$ cat src/rtl/dnn_mmap_pkg.sv
// dnn_mmap_pkg: register map and FSM state shared by the DNN register master and slave
package dnn_mmap_pkg;
    localparam logic [31:0] READ_FINISH         = 32'h00;
    localparam logic [31:0] WRITE_CONV          = 32'h04;
    localparam logic [31:0] WRITE_N             = 32'h08;
    localparam logic [31:0] WRITE_C             = 32'h0C;
    localparam logic [31:0] WRITE_H             = 32'h10;
    localparam logic [31:0] WRITE_W             = 32'h14;
    localparam logic [31:0] WRITE_R             = 32'h18;
    localparam logic [31:0] WRITE_S             = 32'h1C;
    localparam logic [31:0] WRITE_M             = 32'h20;
    localparam logic [31:0] WRITE_P             = 32'h24;
    localparam logic [31:0] WRITE_Q             = 32'h28;
    localparam logic [31:0] WRITE_INPUT_OFFSET  = 32'h2C;
    localparam logic [31:0] WRITE_WEIGHT_OFFSET = 32'h30;
    localparam logic [31:0] WRITE_OUTPUT_OFFSET = 32'h34;
    localparam logic [31:0] WRITE_START         = 32'h38;
    localparam int NUM_CFG_WRITES = 14;
    localparam logic [NUM_CFG_WRITES*32-1:0] CFG_OFFS = {
        WRITE_CONV, WRITE_N, WRITE_C, WRITE_H, WRITE_W, WRITE_R, WRITE_S,
        WRITE_M, WRITE_P, WRITE_Q, WRITE_INPUT_OFFSET, WRITE_WEIGHT_OFFSET,
        WRITE_OUTPUT_OFFSET, WRITE_START};
    typedef enum logic [2:0] {S_IDLE, S_WR, S_WGAP, S_POLL, S_PGAP} state_t;
endpackage

$ cat src/rtl/dnn_mmap_master.sv
// dnn_mmap_master: programs one conv job into the DNN register slave, then polls FINISH
module dnn_mmap_master
    import dnn_mmap_pkg::*;
#(
    parameter logic [31:0] BASE_ADDR = 32'h4000_0000,
    parameter int POLL_GAP = 4,
    parameter int TIMEOUT = 1000000,
    parameter int TO_W = 32
) (
    input  logic         clk,
    input  logic         rst,
    input  logic         job_valid,
    output logic         job_ready,
    input  logic         job_conv,
    input  logic [287:0] job_dims,
    input  logic [95:0]  job_offs,
    output logic         busy,
    output logic         done,
    output logic         err,
    output logic         mem_valid,
    output logic [31:0]  mem_addr,
    output logic [3:0]   mem_wstrb,
    output logic [31:0]  mem_wdata,
    input  logic [31:0]  mem_rdata,
    input  logic         mem_ready
);
    localparam int GAP = POLL_GAP < 1 ? 1 : POLL_GAP;
    state_t state;
    logic [3:0] k;
    logic [31:0] gcnt;
    logic [TO_W-1:0] tcnt;
    logic conv_q;
    logic [287:0] dims_q;
    logic [95:0] offs_q;
    logic fin, tout, unused_rdata;

    function automatic logic [31:0] cfg_word(input logic [447:0] tbl, input logic [3:0] idx);
        return tbl[32*(13-int'(idx)) +: 32];
    endfunction

    assign job_ready = state == S_IDLE;
    assign fin = state == S_POLL && mem_valid && mem_ready && mem_rdata[0];
    assign tout = TIMEOUT != 0 && tcnt == TO_W'(TIMEOUT) && (state == S_POLL || state == S_PGAP);
    assign unused_rdata = ^mem_rdata[31:1];

    always_ff @(posedge clk) begin
        if (rst) begin
            state <= S_IDLE;
            mem_valid <= 1'b0;
            mem_addr <= '0;
            mem_wstrb <= '0;
            mem_wdata <= '0;
            busy <= 1'b0;
            done <= 1'b0;
            err <= 1'b0;
            k <= '0;
            gcnt <= '0;
            tcnt <= '0;
            conv_q <= 1'b0;
            dims_q <= '0;
            offs_q <= '0;
        end else begin
            done <= 1'b0;
            err <= 1'b0;
            if (state == S_POLL || state == S_PGAP) tcnt <= tcnt + TO_W'(1);
            case (state)
                S_IDLE: if (job_valid) begin
                    conv_q <= job_conv;
                    dims_q <= job_dims;
                    offs_q <= job_offs;
                    busy <= 1'b1;
                    k <= '0;
                    mem_valid <= 1'b1;
                    mem_addr <= BASE_ADDR + WRITE_CONV;
                    mem_wstrb <= 4'hF;
                    mem_wdata <= {31'b0, job_conv};
                    state <= S_WR;
                end
                S_WR: if (mem_ready) begin
                    mem_valid <= 1'b0;
                    k <= k + 4'd1;
                    state <= S_WGAP;
                end
                S_WGAP: begin
                    mem_valid <= 1'b1;
                    if (k == 4'(NUM_CFG_WRITES)) begin
                        mem_addr <= BASE_ADDR + READ_FINISH;
                        mem_wstrb <= 4'h0;
                        mem_wdata <= '0;
                        tcnt <= '0;
                        state <= S_POLL;
                    end else begin
                        mem_addr <= BASE_ADDR + cfg_word(CFG_OFFS, k);
                        mem_wdata <= cfg_word({31'b0, conv_q, dims_q, offs_q, 32'd1}, k);
                        state <= S_WR;
                    end
                end
                S_POLL: if (fin || tout) begin
                    done <= fin;
                    err <= !fin;
                    busy <= 1'b0;
                    mem_valid <= 1'b0;
                    state <= S_IDLE;
                end else if (mem_ready) begin
                    mem_valid <= 1'b0;
                    gcnt <= 32'(GAP - 1);
                    state <= S_PGAP;
                end
                S_PGAP: if (tout) begin
                    err <= 1'b1;
                    busy <= 1'b0;
                    state <= S_IDLE;
                end else if (gcnt == 32'd0) begin
                    mem_valid <= 1'b1;
                    state <= S_POLL;
                end else begin
                    gcnt <= gcnt - 32'd1;
                end
                default: state <= S_IDLE;
            endcase
        end
    end
endmodule

$ cat config.mk
export PLATFORM = sky130hd
export DESIGN_NAME = dnn_mmap_master
export DESIGN_NICKNAME = d
export VERILOG_FILES = /design/src/rtl/dnn_mmap_pkg.sv /design/src/rtl/dnn_mmap_master.sv
export SDC_FILE = /design/constraint.sdc
export NUM_CORES = 1
export LEC_CHECK = 0
export CORE_ASPECT_RATIO = 0.5
export CORE_MARGIN = 4
export CORE_UTILIZATION = 64
export CTS_CLUSTER_DIAMETER = 40
export DETAILED_ROUTE_END_ITERATION = 16
export DONT_BUFFER_PORTS = 1
export HOLD_SLACK_MARGIN = 0.1
export PLACE_DENSITY = 0.8
export SLEW_MARGIN = 20
export SYNTH_ARGS = -nofsm -noshare
export SYNTH_HDL_FRONTEND = slang
export SYNTH_SLANG_ARGS = --single-unit
$ cat constraint.sdc
create_clock -name clk -period 2.8 [get_ports clk]
set_input_delay 0.56 -clock clk [delete_from_list [all_inputs] [get_ports clk]]
set_output_delay 0.56 -clock clk [all_outputs]
set_load 0.02 [all_outputs]
---- After elaboration in Yosys (flattened, before gate mapping) ----
Index checks and enable logic that the tools add are counted.
word-level totals
  register bits after elaboration ......... 528
  bits of input ports ..................... 421
  output and inout port bits .............. 73
  logic and storage cells ................. 104
operators by class
  $add $sub $neg .......................... 5
  equality and inequality tests ........... 18
  shift operators ......................... 2
  muxes and demuxes ....................... 40
  bitwise operators ....................... 2
  reduce and logical (&&, ||, !) cells .... 23
operator list
  cell                                                          number
  indexed part select 448 x 10 -> 32 bit                        1
  indexed part select 448 x 10 -> 32 bit, first input constant  1
  2-to-1 mux 32 bit                                             11
  case mux 32 bit (2 select lines)                              3
  adder 31 x 32 -> 32 bit, first input constant                 1
  adder 32 x 1 -> 32 bit, second input constant                 1
  equality test 32 x 20 -> 1 bit, second input constant         1
  zero test 32 bit                                              1
  subtractor 32 x 1 -> 32 bit, second input constant            1
  2-to-1 mux 3 bit                                              6
  2-to-1 mux 4 bit                                              4
  inequality test 2 bit, second input constant                  8
  case mux 4 bit (2 select lines)                               2
  case mux 3 bit (5 select lines)                               1
  AND reduction 4 bit                                           3
  2-to-1 mux 1 bit                                              9
  equality test 3 x 2 -> 1 bit, second input constant           2
  inequality test 3 x 2 -> 1 bit, second input constant         2
  AND reduction 3 bit                                           2
  nonzero test 2 bit                                            3
  case mux 1 bit (5 select lines)                               1
  AND reduction 5 bit                                           1
  nonzero test 5 bit                                            1
  subtractor 4 x 4 -> 5 bit, first input constant               1
  other kinds (16)                                              23

---- Logic depth before layout (Yosys ltp) ----
  depth after elaboration ................. 7
  gate-level depth with buffers ........... 10
  depth with buffers taken out ............ 8

---- Worst setup path after synthesis ----
OpenSTA, ideal clock, no wires.
  path type ............................... register to register
  start ................................... register gcnt[2]
  end ..................................... register gcnt[13]
  setup time .............................. 128 ps
  arrival time ............................ 2155 ps
  required time ........................... 2672 ps
  path slack .............................. 517 ps
  cell stages (with the launch flop) ...... 7
  period minus slack after synthesis ...... 2283 ps
  cells stage by stage .................... dfxtp_1 > or4_4 > or3_4 > or4_4 > a211oi_2 > xnor2_1 > nor2_1
between the ends
  word-level cells in the longest chain between the ends .. 4
ends and longest elaborated chain
  element                           line                    source
  start: declaration                dnn_mmap_master.sv:30   logic [31:0] gcnt;
  start signal: assignment          dnn_mmap_master.sv:106  gcnt <= 32'(GAP - 1);
  start signal: assignment          dnn_mmap_master.sv:117  gcnt <= gcnt - 32'd1;
  subtractor 32 x 1 -> 32 bit       dnn_mmap_master.sv:117
  2-to-1 mux 32 bit                 dnn_mmap_master.sv:113  end else if (gcnt == 32'd0) begin
  2-to-1 mux 32 bit                 dnn_mmap_master.sv:109  S_PGAP: if (tout) begin
  case mux 32 bit (2 select lines)  dnn_mmap_master.sv:66   case (state)
Several ways; a longest one is shown, not always the timed one. The select of a mux whose other input is x is not followed.
A chain may end at the register's enable or synchronous reset.

---- Worst setup path after layout ----
  start ................................... register k[2]
  end ..................................... register mem_wdata[20]
between the ends
  word-level cells in the longest chain between the ends .. 4
ends and longest elaborated chain
  element                                 line                   source
  start: declaration                      dnn_mmap_master.sv:29  logic [3:0] k;
  start signal: assignment                dnn_mmap_master.sv:81  k <= k + 4'd1;
  subtractor 4 x 4 -> 5 bit               dnn_mmap_master.sv:38  return tbl[32*(13-int'(idx)) +: 32];
  indexed part select 448 x 10 -> 32 bit  dnn_mmap_master.sv:38
  2-to-1 mux 32 bit *                     dnn_mmap_master.sv:86  if (k == 4'(NUM_CFG_WRITES)) begin
  case mux 32 bit (2 select lines) *      dnn_mmap_master.sv:66
  end signal: assignment                  dnn_mmap_master.sv:76  mem_wdata <= {31'b0, job_conv};
  end signal: assignment                  dnn_mmap_master.sv:94  mem_wdata <= cfg_word({31'b0, conv_q, dims_q, offs_q, 32'd1}, k);
  end: declaration                        dnn_mmap_master.sv:23  output logic [31:0] mem_wdata,
Mark *: on every way between the ends. The rest lies on a longest branch, timed or not.

==> summary.md <==
| Metric | Value |
|---|---|
| Status | `complete, no violations` |
| Total cell area at the placement stage | `21,900 um2` |
| Top area cells in the synthesized netlist | `sky130_fd_sc_hd__dfxtp_1 (46%), sky130_fd_sc_hd__nand2_1 (14%), sky130_fd_sc_hd__a21oi_1 (10%), sky130_fd_sc_hd__mux2i_1 (6.0%), sky130_fd_sc_hd__clkbuf_1 (3.4%)` |
| Area of all placed cells without fillers | `23,200 um2` |
| Number of antenna violations at the first check in global routing | `7` |
| Drt drc | `0` |
| Shortest period the worst path allows | `2.57 ns` |
| Weighted congestion reported at the end of routability-driven placement | `0.925` |
| CTS tree | `built` |
| Max-capacitance violation count | `0` |
| Floorplan die area | `36,800 um2` |
| Startpoint types | `flop` |
| Iteration-0 DRC Markers | `1,955` |
| Clk buf depth | `3` |
| Setup Slack @ Placement | `0.368 ns` |
| Combined area of the multi-input logic cells | `10,600 um2` |
| Fraction of power consumed by the clock network | `34.9%` |
| Maximum number of pins on one net before global-route repair | `402` |
| Cells resized by post-CTS repair | `0` |
| Number of buffers created by CTS | `44` |
| Starting Density | `65.0%` |
| Number of global-route vias before repair | `17,000` |
| Remaining antenna violation count | `0` |
| Dominant cell by count in the synthesized netlist | `sky130_fd_sc_hd__nand2_1` |
| Synth area leader | `sky130_fd_sc_hd__dfxtp_1` |
| Slowest library cell on the worst path | `sky130_fd_sc_hd__o21ai_0` |
| Type of the setup path with the least slack | `reg2reg` |
| Fillers | `2,737` |
| EDFF count, synth | `0` |
| Overall Global Routing Usage | `32.2%` |
| Highest clock frequency the design can meet | `389 MHz` |
| Post-DR wirelength/cell | `20.5 um` |
| Number of levels in the clock H-tree | `2` |
| CTS root buffer | `sky130_fd_sc_hd__clkbuf_16` |
| CP Max Fanout | `34` |
| Layout cells sized above 1 | `5.50%` |
| Clock skew | `0.0272 ns` |
| Rel. slew slack | `7.33%` |
| Reg area | `9980 um2` |
| Predominant post-synthesis flop cell | `sky130_fd_sc_hd__dfxtp_1` |
| Avg Cell Area, Syn | `7.84 um2` |
| Die X-Extent | `267 um` |
| Unrepaired setup endpoints after global routing | `no` |
| Sequential-to-total area share from yosys stat | `46.3%` |
| Post-route insts no fill | `3,100` |
| Highest ir drop seen on vdd | `0.000535 V` |
| Final slew viol count | `0` |
| Clock slew at reported path FFs | `0.06 ns` |
| Sinks on the clock net | `498` |
| Critical Path RT | `3.29 ns` |
| Vias after detailed routing | `19,000` |
| Fin. Hold Viols | `0` |
| Sum of net half-perimeters after detailed placement | `45,000 um` |
| DR pass1 iterations | `8` |
| GRT overflow | `0` |
| Synth warnings | `0` |
| Synth unique cells | `64` |
| Sequential group share of total power | `47.9%` |
| Total power per unit cell area | `724 nW/um2` |
| Number of storage elements in the synthesis netlist | `498` |
| Leading cell types by count after synthesis | `sky130_fd_sc_hd__nand2_1 (806), sky130_fd_sc_hd__dfxtp_1 (498), sky130_fd_sc_hd__a21oi_1 (441), sky130_fd_sc_hd__clkbuf_1 (195), sky130_fd_sc_hd__nor2_1 (171)` |
| Class of the tightest hold or removal check | `in2reg` |
| Post-layout total power | `0.0168 W` |
| Type of destination of the critical path | `flop` |
| Switching power | `0.00486 W` |
| Clk Latency, worst-skew pair | `0.56 ns` |
| Port buffer count | `0` |
| Total placed cells including tap cells | `3,021` |
| Number of rows in the core area | `47` |
| Arrival time of the worst setup path | `3.06 ns` |
| Worst r2r src | `k[2]` |
| Cells after Synth | `2,745` |
| Setup violations, final | `0` |
| Worst setup path startpoint | `k[2]` |
| Part of the power in combinational logic | `17.2%` |
| Global-route wire length before repair | `92,800 um` |
| Async set or reset register ratio after synthesis | `0%` |
| Synth Cell Area | `21,500 um2` |
| Worst Slack Setup Final | `0.229 ns` |
| Net count reported at finish | `3,057` |
| Syn-to-layout area delta | `7.99%` |
| Static Leakage | `7.95 nW` |
| Worst Hold Launch | `job_dims[33]` |
| Number of vias per cell after detailed routing | `6.13` |
| Ports | `494` |
| Synth top area share | `46.3%` |
| Total wirelength of the detailed-routed design | `63,600 um` |
| Cell-internal power | `0.0120 W` |
| Slew of the pin with the lowest slew margin | `1.39 ns` |
| Final setup TNS | `0 ns` |
| Crit-path cells | `ha_1 > xnor2_2 > buf_12 > a211oi_1 > o21ai_0 > a32o_1` |
| Die height | `138 um` |
| Floorplan Core Area | `33,100 um2` |
| Slowest cell delay on critical path | `0.77 ns` |
| Final period utilization | `91.8%` |
| Switching share of total power | `28.9%` |
==> sequential cells by signal, summed over array words and instances, names as in the netlist, 3 cells and up <==
register / count
mem_wdata: 32
mem_addr: 5
state: 3
tcnt: 32
k: 4
offs_q: 96
dims_q: 288
gcnt: 32
==> stage by stage <==
stage / util, % / hold WS, ns
after floorplan: - / 0.433
after global placement: 66.1 / 0.440
after detailed placement: 66.1 / 0.446
after CTS: 70.2 / 0.110
after global routing: 70.2 / 0.129
final: 70.2 / 0.129
==> cell usage in the layout (no fill, tap or decap), types with 6 or more instances in the layout <==
cell	instances
sky130_fd_sc_hd__nand2_1	804
sky130_fd_sc_hd__dfxtp_1	496
sky130_fd_sc_hd__a21oi_1	441
sky130_fd_sc_hd__nor2_1	167
sky130_fd_sc_hd__mux2i_1	129
sky130_fd_sc_hd__clkbuf_16	45
sky130_fd_sc_hd__o21ai_0	44
sky130_fd_sc_hd__a22oi_1	36
sky130_fd_sc_hd__a211oi_1	36
sky130_fd_sc_hd__buf_4	36
sky130_fd_sc_hd__o22ai_1	34
sky130_fd_sc_hd__o221ai_1	31
sky130_fd_sc_hd__a32o_1	31
sky130_fd_sc_hd__conb_1	27
sky130_fd_sc_hd__xor2_1	23
sky130_fd_sc_hd__buf_12	21
sky130_fd_sc_hd__nor3_1	19
sky130_fd_sc_hd__or3_1	19
sky130_fd_sc_hd__xnor2_1	18
sky130_fd_sc_hd__or4_1	17
sky130_fd_sc_hd__nand3_1	15
sky130_fd_sc_hd__nand4_1	13
sky130_fd_sc_hd__clkbuf_1	13
sky130_fd_sc_hd__inv_1	10
sky130_fd_sc_hd__nor4_1	10
sky130_fd_sc_hd__ha_1	9
sky130_fd_sc_hd__nand2b_1	8
sky130_fd_sc_hd__o31ai_1	7
sky130_fd_sc_hd__clkbuf_8	7
sky130_fd_sc_hd__diode_2	6
sky130_fd_sc_hd__and3_1	6
==> layout make-up <==
cell class | instances | share of cell area [%]
diodes | 6 | 0.0646
clock buffers | 65 | 5.47
clock inverters | 7 | 0.296
inverters | 11 | 0.178
multi-input cells | 2014 | 45.7
flip-flops and latches | 498 | 42.9
well taps | 441 | 2.37
repair buffers | 58 | 3.01
==> metal layers <==
metal	up-vias	track usage [%]	part of all wire (%)	wire length (um)
met2	691	53.5	48	30700
li1	9114	-	-	-
met4	2	14.7	4.3	2760
met5	-	0	0.022	14
met1	9046	41.2	41	25800
met3	157	6.16	6.8	4340
==> worst paths after layout <==
kind | end | slack, ns | cells past startpoint
setup / recovery | mem_wdata[20] | 0.23 | 6
setup reg to reg | mem_wdata[20] | 0.23 | 6
hold reg to reg | dims_q[217] | 0.45 | 2
hold / removal | dims_q[33] | 0.13 | 2
==> critical path: cells and delay by family, from the launching register on <==
family | cells | cell delay, ns
compound gates | 3 | 1.12
xor+xnor | 1 | 0.18
fa+ha+maj | 1 | 0.43
flops | 1 | 0.50
buf+inv | 1 | 0.22
==> cells by family after synthesis <==
logic type	count (synthesis)	share of synthesized area, %
other	1	0.0174
adder cells (fa/ha/maj)	9	0.523
multiplexers	132	6.21
AO/OA/AOI/OAI	692	19.0
AND/OR/NAND/NOR	1111	21.1
buffers and inverters	259	5.09
flip-flops	498	46.3
XOR/XNOR	43	1.75
==> what timing repair did <==
item / in CTS / in global routing
endpoints found under the hold margin: 10 / 0
hold buffers: 1 / 0
setup endpoints to repair: 0 / 0
buffers inserted: 0 / 0
==> power by group through the flow <==
stage                     logic [W]  registers, W  clock network (W)
after global placement      0.00279       0.00818                  0
after CTS                   0.00286       0.00805            0.00590
after floorplan             0.00224       0.00808                  0
final                       0.00289       0.00806            0.00587
after global routing        0.00318       0.00811            0.00622
after detailed placement    0.00284       0.00820                  0
No activity file was read; power rests on OpenSTA's default activity.
